`config.mk`:
```
export PLATFORM = sky130hd
export DESIGN_NAME = prog_loader
export DESIGN_NICKNAME = d
export VERILOG_FILES = /design/src/rtl/prog_loader.sv
export SDC_FILE = /design/constraint.sdc
export NUM_CORES = 1
export LEC_CHECK = 0
export CAP_MARGIN = 20
export CORE_ASPECT_RATIO = 2
export CORE_MARGIN = 1
export CORE_UTILIZATION = 35
export DETAILED_ROUTE_END_ITERATION = 8
export SYNTH_ARGS = -nofsm -noshare
export SYNTH_HDL_FRONTEND = slang
export SYNTH_SLANG_ARGS = --single-unit
```
`constraint.sdc`:
```
create_clock -name clk -period 3.36 [get_ports clk]
set_input_delay 0.504 -clock clk [delete_from_list [all_inputs] [get_ports clk]]
set_output_delay 0.504 -clock clk [all_outputs]
set_load 0.02 [all_outputs]
```
`src/rtl/prog_loader.sv`:
```
// prog_loader: byte-stream loader for the tinyarch instruction memory.
// It receives a framed stream on a simple valid/ready byte channel:
// LEN_LO, LEN_HI, N x (INS_LO, INS_HI), CHK.
// It writes each 9-bit word to imem with a registered one-cycle strobe.
// It holds the core in reset for the whole load.
//
// Ports:
//   clk, reset           system clock, synchronous active-high reset
//   start                pulse; begins a load from IDLE/DONE/ERR
//   byte_in/byte_valid   host byte channel in
//   byte_ready           loader accepts a byte this cycle
//   imem_we/addr/wdata   instruction-memory write port (registered)
//   cpu_hold             core held in reset while loading or after error
//   busy                 load in progress
//   done/err/err_code    load outcome (levels)
//   words_written        words written in the current/last load
module prog_loader #(
  parameter int ADDR_W = 10,
  parameter int DEPTH  = 1024
) (
  input  logic              clk,
  input  logic              reset,
  input  logic              start,
  input  logic [7:0]        byte_in,
  input  logic              byte_valid,
  output logic              byte_ready,
  output logic              imem_we,
  output logic [ADDR_W-1:0] imem_addr,
  output logic [8:0]        imem_wdata,
  output logic              cpu_hold,
  output logic              busy,
  output logic              done,
  output logic              err,
  output logic [1:0]        err_code,
  output logic [ADDR_W:0]   words_written
);

  typedef enum logic [2:0] {
    S_IDLE, S_LEN_LO, S_LEN_HI, S_INS_LO, S_INS_HI, S_CHK, S_DONE, S_ERR
  } state_t;

  state_t            state_q, state_d;
  logic [15:0]       len_q, len_d;
  logic [7:0]        lo_q, lo_d;
  logic [7:0]        chk_q, chk_d;
  logic [ADDR_W-1:0] addr_q, addr_d;
  logic [ADDR_W:0]   words_q, words_d;
  logic              we_q, we_d;
  logic [ADDR_W-1:0] waddr_q, waddr_d;
  logic [8:0]        wdata_q, wdata_d;
  logic              done_q, done_d;
  logic              err_q, err_d;
  logic [1:0]        code_q, code_d;

  logic              accept;
  logic [15:0]       len_full;
  logic [ADDR_W:0]   words_inc;

  assign byte_ready = (state_q == S_LEN_LO) || (state_q == S_LEN_HI) ||
                      (state_q == S_INS_LO) || (state_q == S_INS_HI) ||
                      (state_q == S_CHK);
  assign accept     = byte_valid && byte_ready;
  assign len_full   = {byte_in, len_q[7:0]};
  assign words_inc  = words_q + (ADDR_W+1)'(1);

  always_comb begin
    state_d = state_q;
    len_d   = len_q;
    lo_d    = lo_q;
    chk_d   = chk_q;
    addr_d  = addr_q;
    words_d = words_q;
    we_d    = 1'b0;
    waddr_d = waddr_q;
    wdata_d = wdata_q;
    done_d  = done_q;
    err_d   = err_q;
    code_d  = code_q;

    case (state_q)
      S_IDLE, S_DONE, S_ERR: begin
        if (start) begin
          chk_d   = '0;
          addr_d  = '0;
          words_d = '0;
          done_d  = 1'b0;
          err_d   = 1'b0;
          code_d  = 2'd0;
          state_d = S_LEN_LO;
        end
      end
      S_LEN_LO: begin
        if (accept) begin
          len_d[7:0] = byte_in;
          state_d    = S_LEN_HI;
        end
      end
      S_LEN_HI: begin
        if (accept) begin
          len_d[15:8] = byte_in;
          if (32'(len_full) > 32'(DEPTH)) begin
            err_d   = 1'b1;
            code_d  = 2'd1;
            state_d = S_ERR;
          end else if (len_full == 16'd0) begin
            state_d = S_CHK;
          end else begin
            state_d = S_INS_LO;
          end
        end
      end
      S_INS_LO: begin
        if (accept) begin
          lo_d    = byte_in;
          chk_d   = chk_q ^ byte_in;
          state_d = S_INS_HI;
        end
      end
      S_INS_HI: begin
        if (accept) begin
          if (byte_in[7:1] != 7'd0) begin
            err_d   = 1'b1;
            code_d  = 2'd2;
            state_d = S_ERR;
          end else begin
            we_d    = 1'b1;
            waddr_d = addr_q;
            wdata_d = {byte_in[0], lo_q};
            chk_d   = chk_q ^ byte_in;
            addr_d  = addr_q + ADDR_W'(1);
            words_d = words_inc;
            state_d = (32'(words_inc) == 32'(len_q)) ? S_CHK : S_INS_LO;
          end
        end
      end
      S_CHK: begin
        if (accept) begin
          if (byte_in == chk_q) begin
            done_d  = 1'b1;
            state_d = S_DONE;
          end else begin
            err_d   = 1'b1;
            code_d  = 2'd3;
            state_d = S_ERR;
          end
        end
      end
      default: state_d = S_IDLE;
    endcase
  end

  always_ff @(posedge clk) begin
    if (reset) begin
      state_q <= S_IDLE;
      len_q   <= '0;
      lo_q    <= '0;
      chk_q   <= '0;
      addr_q  <= '0;
      words_q <= '0;
      we_q    <= 1'b0;
      waddr_q <= '0;
      wdata_q <= '0;
      done_q  <= 1'b0;
      err_q   <= 1'b0;
      code_q  <= 2'd0;
    end else begin
      state_q <= state_d;
      len_q   <= len_d;
      lo_q    <= lo_d;
      chk_q   <= chk_d;
      addr_q  <= addr_d;
      words_q <= words_d;
      we_q    <= we_d;
      waddr_q <= waddr_d;
      wdata_q <= wdata_d;
      done_q  <= done_d;
      err_q   <= err_d;
      code_q  <= code_d;
    end
  end

  assign imem_we       = we_q;
  assign imem_addr     = waddr_q;
  assign imem_wdata    = wdata_q;
  assign cpu_hold      = (state_q != S_IDLE) && (state_q != S_DONE);
  assign busy          = (state_q != S_IDLE) && (state_q != S_DONE) &&
                         (state_q != S_ERR);
  assign done          = done_q;
  assign err           = err_q;
  assign err_code      = code_q;
  assign words_written = words_q;

endmodule
```
==> out/qor.yml, run 1 <==
async_flop_share_pct: 0
fmaxAchievable_mhz: 352.5
synthCells: 505
place_congestion: 0.8664
switchingPower_mw: 0.5652
worstPathRequired_ps: 2860
slew_headroom_pct: 51.13
critical_path.max_stage_delay_ps: 690
postLayoutCellArea_um2: 4821
wirelength_um: 10800
clock-sinks: 80
h-tree-depth: 3
synth_top_area_share_pct: 41.36
setup.worst_path.start_class: "register"
dieArea_um2: 11510
synth_cell_type_count: 52
report.final.slew_viol_count: 0
area_growth_pct: 24.49
grt_overflow: 0
syn-num-nets: 519
coreArea_um2: 10810
synth_area_leaders: "dfxtp_1 (41%), nand2_1 (11%), a21oi_1 (9.2%)"
cts_resized: 0
die_h_um: 150.8
cts_tree: "done"
firstDrtPassIters: 4
ys_seq_elements: 80
syn-cell-area_um2: 3872
final_nets: 562
drv_cap: 0
synth_flop_cell: "dfxtp_1"
cts_buffers: 9
postCtsSetupBuffers: 0
p_leak_nw: 1.613
min_period_over_period_pct: 84.43
endpoint_kind: "output pin"
power_density_nw_per_um2: 460.2
synth_edf_count: 0
skew_ps: 9.722
grt_pass1_wl_um: 17330
crit_chain: "nand2b_1 > or3b_2 > clkdlybuf4s50_1"
seqPwrFrac_pct: 44.2
clk_pin_slew_ps: 60
worst_pin_slew_ps: 733.0
ant_nets: 0
seq_area_frac_synth_pct: 41.36
track_usage_pct: 19.43
clock-root-buffer: "clkbuf_16"
n_fill_cell: 1115
r2r_slack_ps: 870
ys_warn_count: 0
rsz0062_at_grt: "no"
grt_pass1_vias: 3520
power_frac_comb_pct: 10.3
avgSynthCellArea_um2: 7.668
pwr-share-clk_pct: 45.5
seq_area_um2: 1602
antenna_found_initial: 0
min_period_ps: 2837
p_int_mw: 1.653
clock_latency_ps: 350
status: "completed"
cts_buffer_depth: 2
utilization_pct: 44.59
start_util_pct: 35.82
grt_max_degree: 69
rows: 54
worstSetupPathType: "reg -> out"
routedWlPerCell_um: 15.58
dp_hpwl_um: 7791
dpl_cell_area_um2: 4516
num_antenna_cells: 0
fin_setup_tns_ps: 0
cp_slowest_cell: "dfxtp_1"
hold_viol: 0
crit_arrival_ps: 2330
drc_errors: 0
switching_share_pct: 25.48
drive_gt1_share_pct: 7.233
avgViaCountPerCell: 5.339
ir_drop_uv: 359.4
ios: 50
drtIter0Drc: 156
holdBufCountCts: 0
io_buffers: 49
die_w_um: 76.38
vias: 3700
synth.largest_area_cell: "dfxtp_1"
worstPathMaxFanout: 20
setup_violations: 0
multi_input_area_um2: 2103
hold_class: "reg -> reg"
[layout make-up]
cell class | instances | share of cell area [%]
Multi-Input combinational cell | 381 | 43.63
Clock buffer | 11 | 5.035
Timing Repair Buffer | 62 | 12.09
Tap cell | 140 | 3.634
Clock inverter | 5 | 1.298
Inverter | 14 | 1.090
Sequential cell | 80 | 33.22
[cell usage in the layout (no fill, tap or decap), types with 2 or more instances in the layout]
cell type	n
nand2_1	110
dfxtp_1	80
a21oi_1	71
clkdlybuf4s50_1	48
nor2_1	30
o21ai_0	19
xnor2_1	15
nand3_1	13
inv_1	13
buf_4	13
or3_1	11
o21a_1	10
xor2_1	10
clkbuf_16	9
nor3_1	8
nand2b_1	7
nand4_1	7
and3_1	6
nor4_1	6
nor2b_1	5
o32ai_1	5
and2_1	4
a221oi_1	4
or3b_2	3
a211oi_1	2
a32o_1	2
or2b_1	2
a31o_2	2
or4_1	2
o211ai_1	2
o31a_1	2
or2_2	2
nand3b_1	2
ha_1	2
clkinvlp_4	2
inv_6	2
[power groups by stage]
stage / clock (mW) / sequential, mW / combinational, mW
floorplan: 0 / 0.998 / 0.140
global placement: 0 / 1.00 / 0.223
detailed placement: 0 / 1.00 / 0.227
CTS: 1.03 / 0.981 / 0.229
global route: 1.07 / 0.984 / 0.248
finish: 1.01 / 0.982 / 0.228
[through the flow]
| step | setup WS [ps] | total power, mW | hold slack, ps | cells |
|---|---|---|---|---|
| final | 523.1 | 2.219 | 449.2 | 693 |
| after global placement | 436.5 | 1.225 | 439.5 | 677 |
| after CTS | 530.5 | 2.243 | 450.5 | 693 |
| after detailed placement | 341.1 | 1.230 | 442.7 | 677 |
| after global routing | 403.2 | 2.299 | 474.0 | 693 |
| after floorplan | 969.9 | 1.138 | 430.8 | 505 |
[critical path: cells and delay by family (launching register included)]
kind / cells / cell delay, ps
simple gates: 2 / 760
buf+inv: 1 / 550
flops: 1 / 690
[synth_stat cells, drive strengths merged, types with 2 or more instances]
cell type and count:
nand2 110, nor2b 5, o21a 10, a31o 2
or2 2, o211ai 2, or3b 3, or2b 2
and2 4, a21oi 71, nor3 8, inv 13
o21ai 19, a211oi 2, a32o 2, and3 6
xor2 10, or4 2, nor4b 2, clkbuf 27
nand3b 2, dfxtp 80, nor2 30, nand3 13
a221oi 4, ha 2, nand2b 7, xnor2 15
nor4 7, or3 11, o32ai 5, nand4 7
buf 3, o31a 2
[worst paths after layout]
check / from / to / depth (start not counted)
hold / removal: err / err / 2
setup reg to reg: state_q[1] / words_written[10] / 6
hold reg to reg: err / err / 2
setup / recovery: state_q[1] / cpu_hold / 3
[layer usage]
| layer | wire [µm] | track usage [%] | part of all wire, % |
|---|---|---|---|
| met5 | 0 | 0 | 0 |
| met3 | 372 | 4.000 | 3.4 |
| met2 | 5764 | 36.22 | 53 |
| met1 | 4253 | 20.40 | 39 |
| met4 | 408 | 9.712 | 3.8 |
[flip-flops by register name (all words and copies together), names as in the netlist]
name,cells
words_written,11
imem_wdata,9
done,1
len_q,16
imem_we,1
err_code,2
addr_q,10
chk_q,8
imem_addr,10
lo_q,8
err,1
state_q,3
[cells by family after synthesis]
kind of cell / count (synthesis) / synth area share (%)
buf+inv: 44 / 4.330
fa+ha+maj: 2 / 0.6461
xor+xnor: 25 / 5.654
simple gates: 225 / 27.88
mux: 2 / 0.5493
compound gates: 127 / 19.58
flops: 80 / 41.36
No activity file was read; power rests on OpenSTA's default activity.
==> inputs of run 2 (changes only) <==
clock period = 2.55 ns   (was 3.36 ns; I/O delays follow)
==> run 2 against run 1 <==
- sequential power increased by 30%
- total power increased by 34%
- die area unchanged
- clock-buffer cell count decreased by 1
- via count increased by 1.4%
- worst setup slack got worse by 400 ps
- wire length decreased by 1.5%
- design area increased by 3.2%
- cell count increased by 2.5%
- clock power increased by 34%
- largest cell class unchanged
- largest power group unchanged
- highest routed layer unchanged
==> out/qor.yml, run 2 (synthesis results as in run 1) <==
status: "completed"
power_density_nw_per_um2: 596.0  # +30%
fmaxAchievable_mhz: 412.8
crit_buf_inv: 2  # +1
drive_gt1_share_pct: 10.53  # +3.3 points
cts_buffers: 9  # unchanged
switching_share_pct: 25.67  # +0.19 points
min_period_over_period_pct: 94.99
seqPwrFrac_pct: 43.3  # -0.9 points
crit_family: "buffers and inverters"
report.final.slew_viol_count: 0  # unchanged
grt_pass1_vias: 3630  # +3.1%
critical_path.max_stage_delay_ps: 550  # -140 ps
track_usage_pct: 19.35  # -0.079 points
drc_errors: 0  # unchanged
clock_latency_ps: 340  # about the same
worstPathMaxFanout: 12  # -40%
power.total_mw: 2.965  # +34%
dpl_cell_area_um2: 4656  # +3.1%
setup_violations: 0  # unchanged
h-tree-depth: 3  # unchanged
dieArea_um2: 11510  # unchanged
die_w_um: 76.38  # unchanged
regMostFlops: "len_q"
pwr-share-clk_pct: 45.5  # about the same
endpoint_kind: "output pin"
firstDrtPassIters: 4  # unchanged
cts_resized: 0  # unchanged
drtIter0Drc: 193  # +24%
coreArea_um2: 10810  # unchanged
switchingPower_mw: 0.7611  # +35%
dp_hpwl_um: 7911  # +1.5%
hold_ws_ps: 444.5  # -4.652 ps
hold_viol: 0  # unchanged
utilization_pct: 46.02  # +1.4 points
place_congestion: 0.8703  # +0.45%
worst_pin_slew_ps: 715.4  # -17.61 ps
vias: 3753  # +1.4%
power_frac_comb_pct: 11.2  # +0.9 points
mostFrequentLayoutCells: "nand2_1 (110), dfxtp_1 (79), a21oi_1 (71)"
cp_slowest_cell: "clkdlybuf4s50_1"
placed_cells: 694  # +2.5%
setup.worst_path.start_class: "register"
min_period_ps: 2422
crit_chain: "buf_4 > nand2b_1 > or3b_2 > clkdlybuf4s50_1"
area_growth_pct: 28.47
ant_nets: 0  # unchanged
p_int_mw: 2.204  # +33%
rows: 54  # unchanged
n_fill_cell: 1136  # +1.9%
worstSetupPathType: "reg -> out"
p_leak_nw: 1.708  # +5.9%
clock-root-buffer: "clkbuf_16"
hold_class: "reg -> reg"
final_nets: 579  # +3.0%
cts_buffer_depth: 2  # unchanged
grt_overflow: 0  # unchanged
avgViaCountPerCell: 5.286  # -1.0%
grt_pass1_wl_um: 17430  # +0.56%
routedWlPerCell_um: 14.98  # -3.9%
die_h_um: 150.8  # unchanged
antenna_found_initial: 0  # unchanged
slew_headroom_pct: 52.31  # +1.2 points
postCtsSetupBuffers: 0  # unchanged
crit_arrival_ps: 2040  # -290 ps
start_util_pct: 35.82  # unchanged
clock-sinks: 80  # unchanged
postLayoutCellArea_um2: 4975  # +3.2%
rsz0062_at_grt: "no"
largest_reg_flops: 16  # unchanged
final_cell_count_no_fill: 710  # +2.5%
grt_max_degree: 69  # unchanged
skew_ps: 5.565  # -4.157 ps
clk_pin_slew_ps: 60  # about the same
worstPathRequired_ps: 2170  # -690 ps
cts_tree: "done"
final_common_cell: "nand2_1"
num_antenna_cells: 0  # unchanged
wirelength_um: 10640  # -1.5%
ir_drop_uv: 434.4  # +21%
io_buffers: 49  # unchanged
drv_cap: 0  # unchanged
ios: 50  # unchanged
holdBufCountCts: 0  # unchanged
[run 2: final timing paths]
kind,startpoint,to,slack (ps),cells past startpoint
max,state_q[2],cpu_hold,130,4
min,err,err,440,2
max reg2reg,len_q[11],state_q[2],160,6
min reg2reg,err,err,440,2
[run 2: final cells by class]
type                       count  area [µm²]  share of cell area, %
clock inverter                 6       73.82                  1.484
multi-input combinational    381        2108                  42.38
tap                          140       175.2                  3.521
inverter                      14       52.55                  1.056
timing repair buffer          79       723.2                  14.54
sequential                    80        1603                  32.22
clock buffer                  10       239.0                  4.804
[run 2: per-stage QoR]
step / worst slack, ps / TNS, ps
after detailed placement: -192.0 / -1073
after global routing: 31.41 / 0
final: 127.7 / 0
after floorplan: 281.4 / 0
after global placement: -163.4 / -690.8
after CTS: 63.47 / 0
[run 2: tightest hold or removal path: stages (launching register included)]
cell and delay, ps:
dfxtp_1 310, inv_1 40, a21oi_1 50
[run 2: layer usage]
metal | vias up | global-route usage [%] | share of wire (%)
met5 | - | 0 | 0
met1 | 1766 | 20.76 | 40
met2 | 91 | 35.59 | 53
li1 | 1870 | - | -
met4 | 0 | 11.54 | 3.7
met3 | 26 | 2.727 | 3.3
[run 2: power groups by stage]
stage | clock, mW | combinational [mW] | sequential (mW)
after floorplan | 0 | 0.184 | 1.32
after global placement | 0 | 0.328 | 1.31
after detailed placement | 0 | 0.331 | 1.31
after CTS | 1.37 | 0.333 | 1.28
after global routing | 1.41 | 0.362 | 1.29
final | 1.35 | 0.333 | 1.28
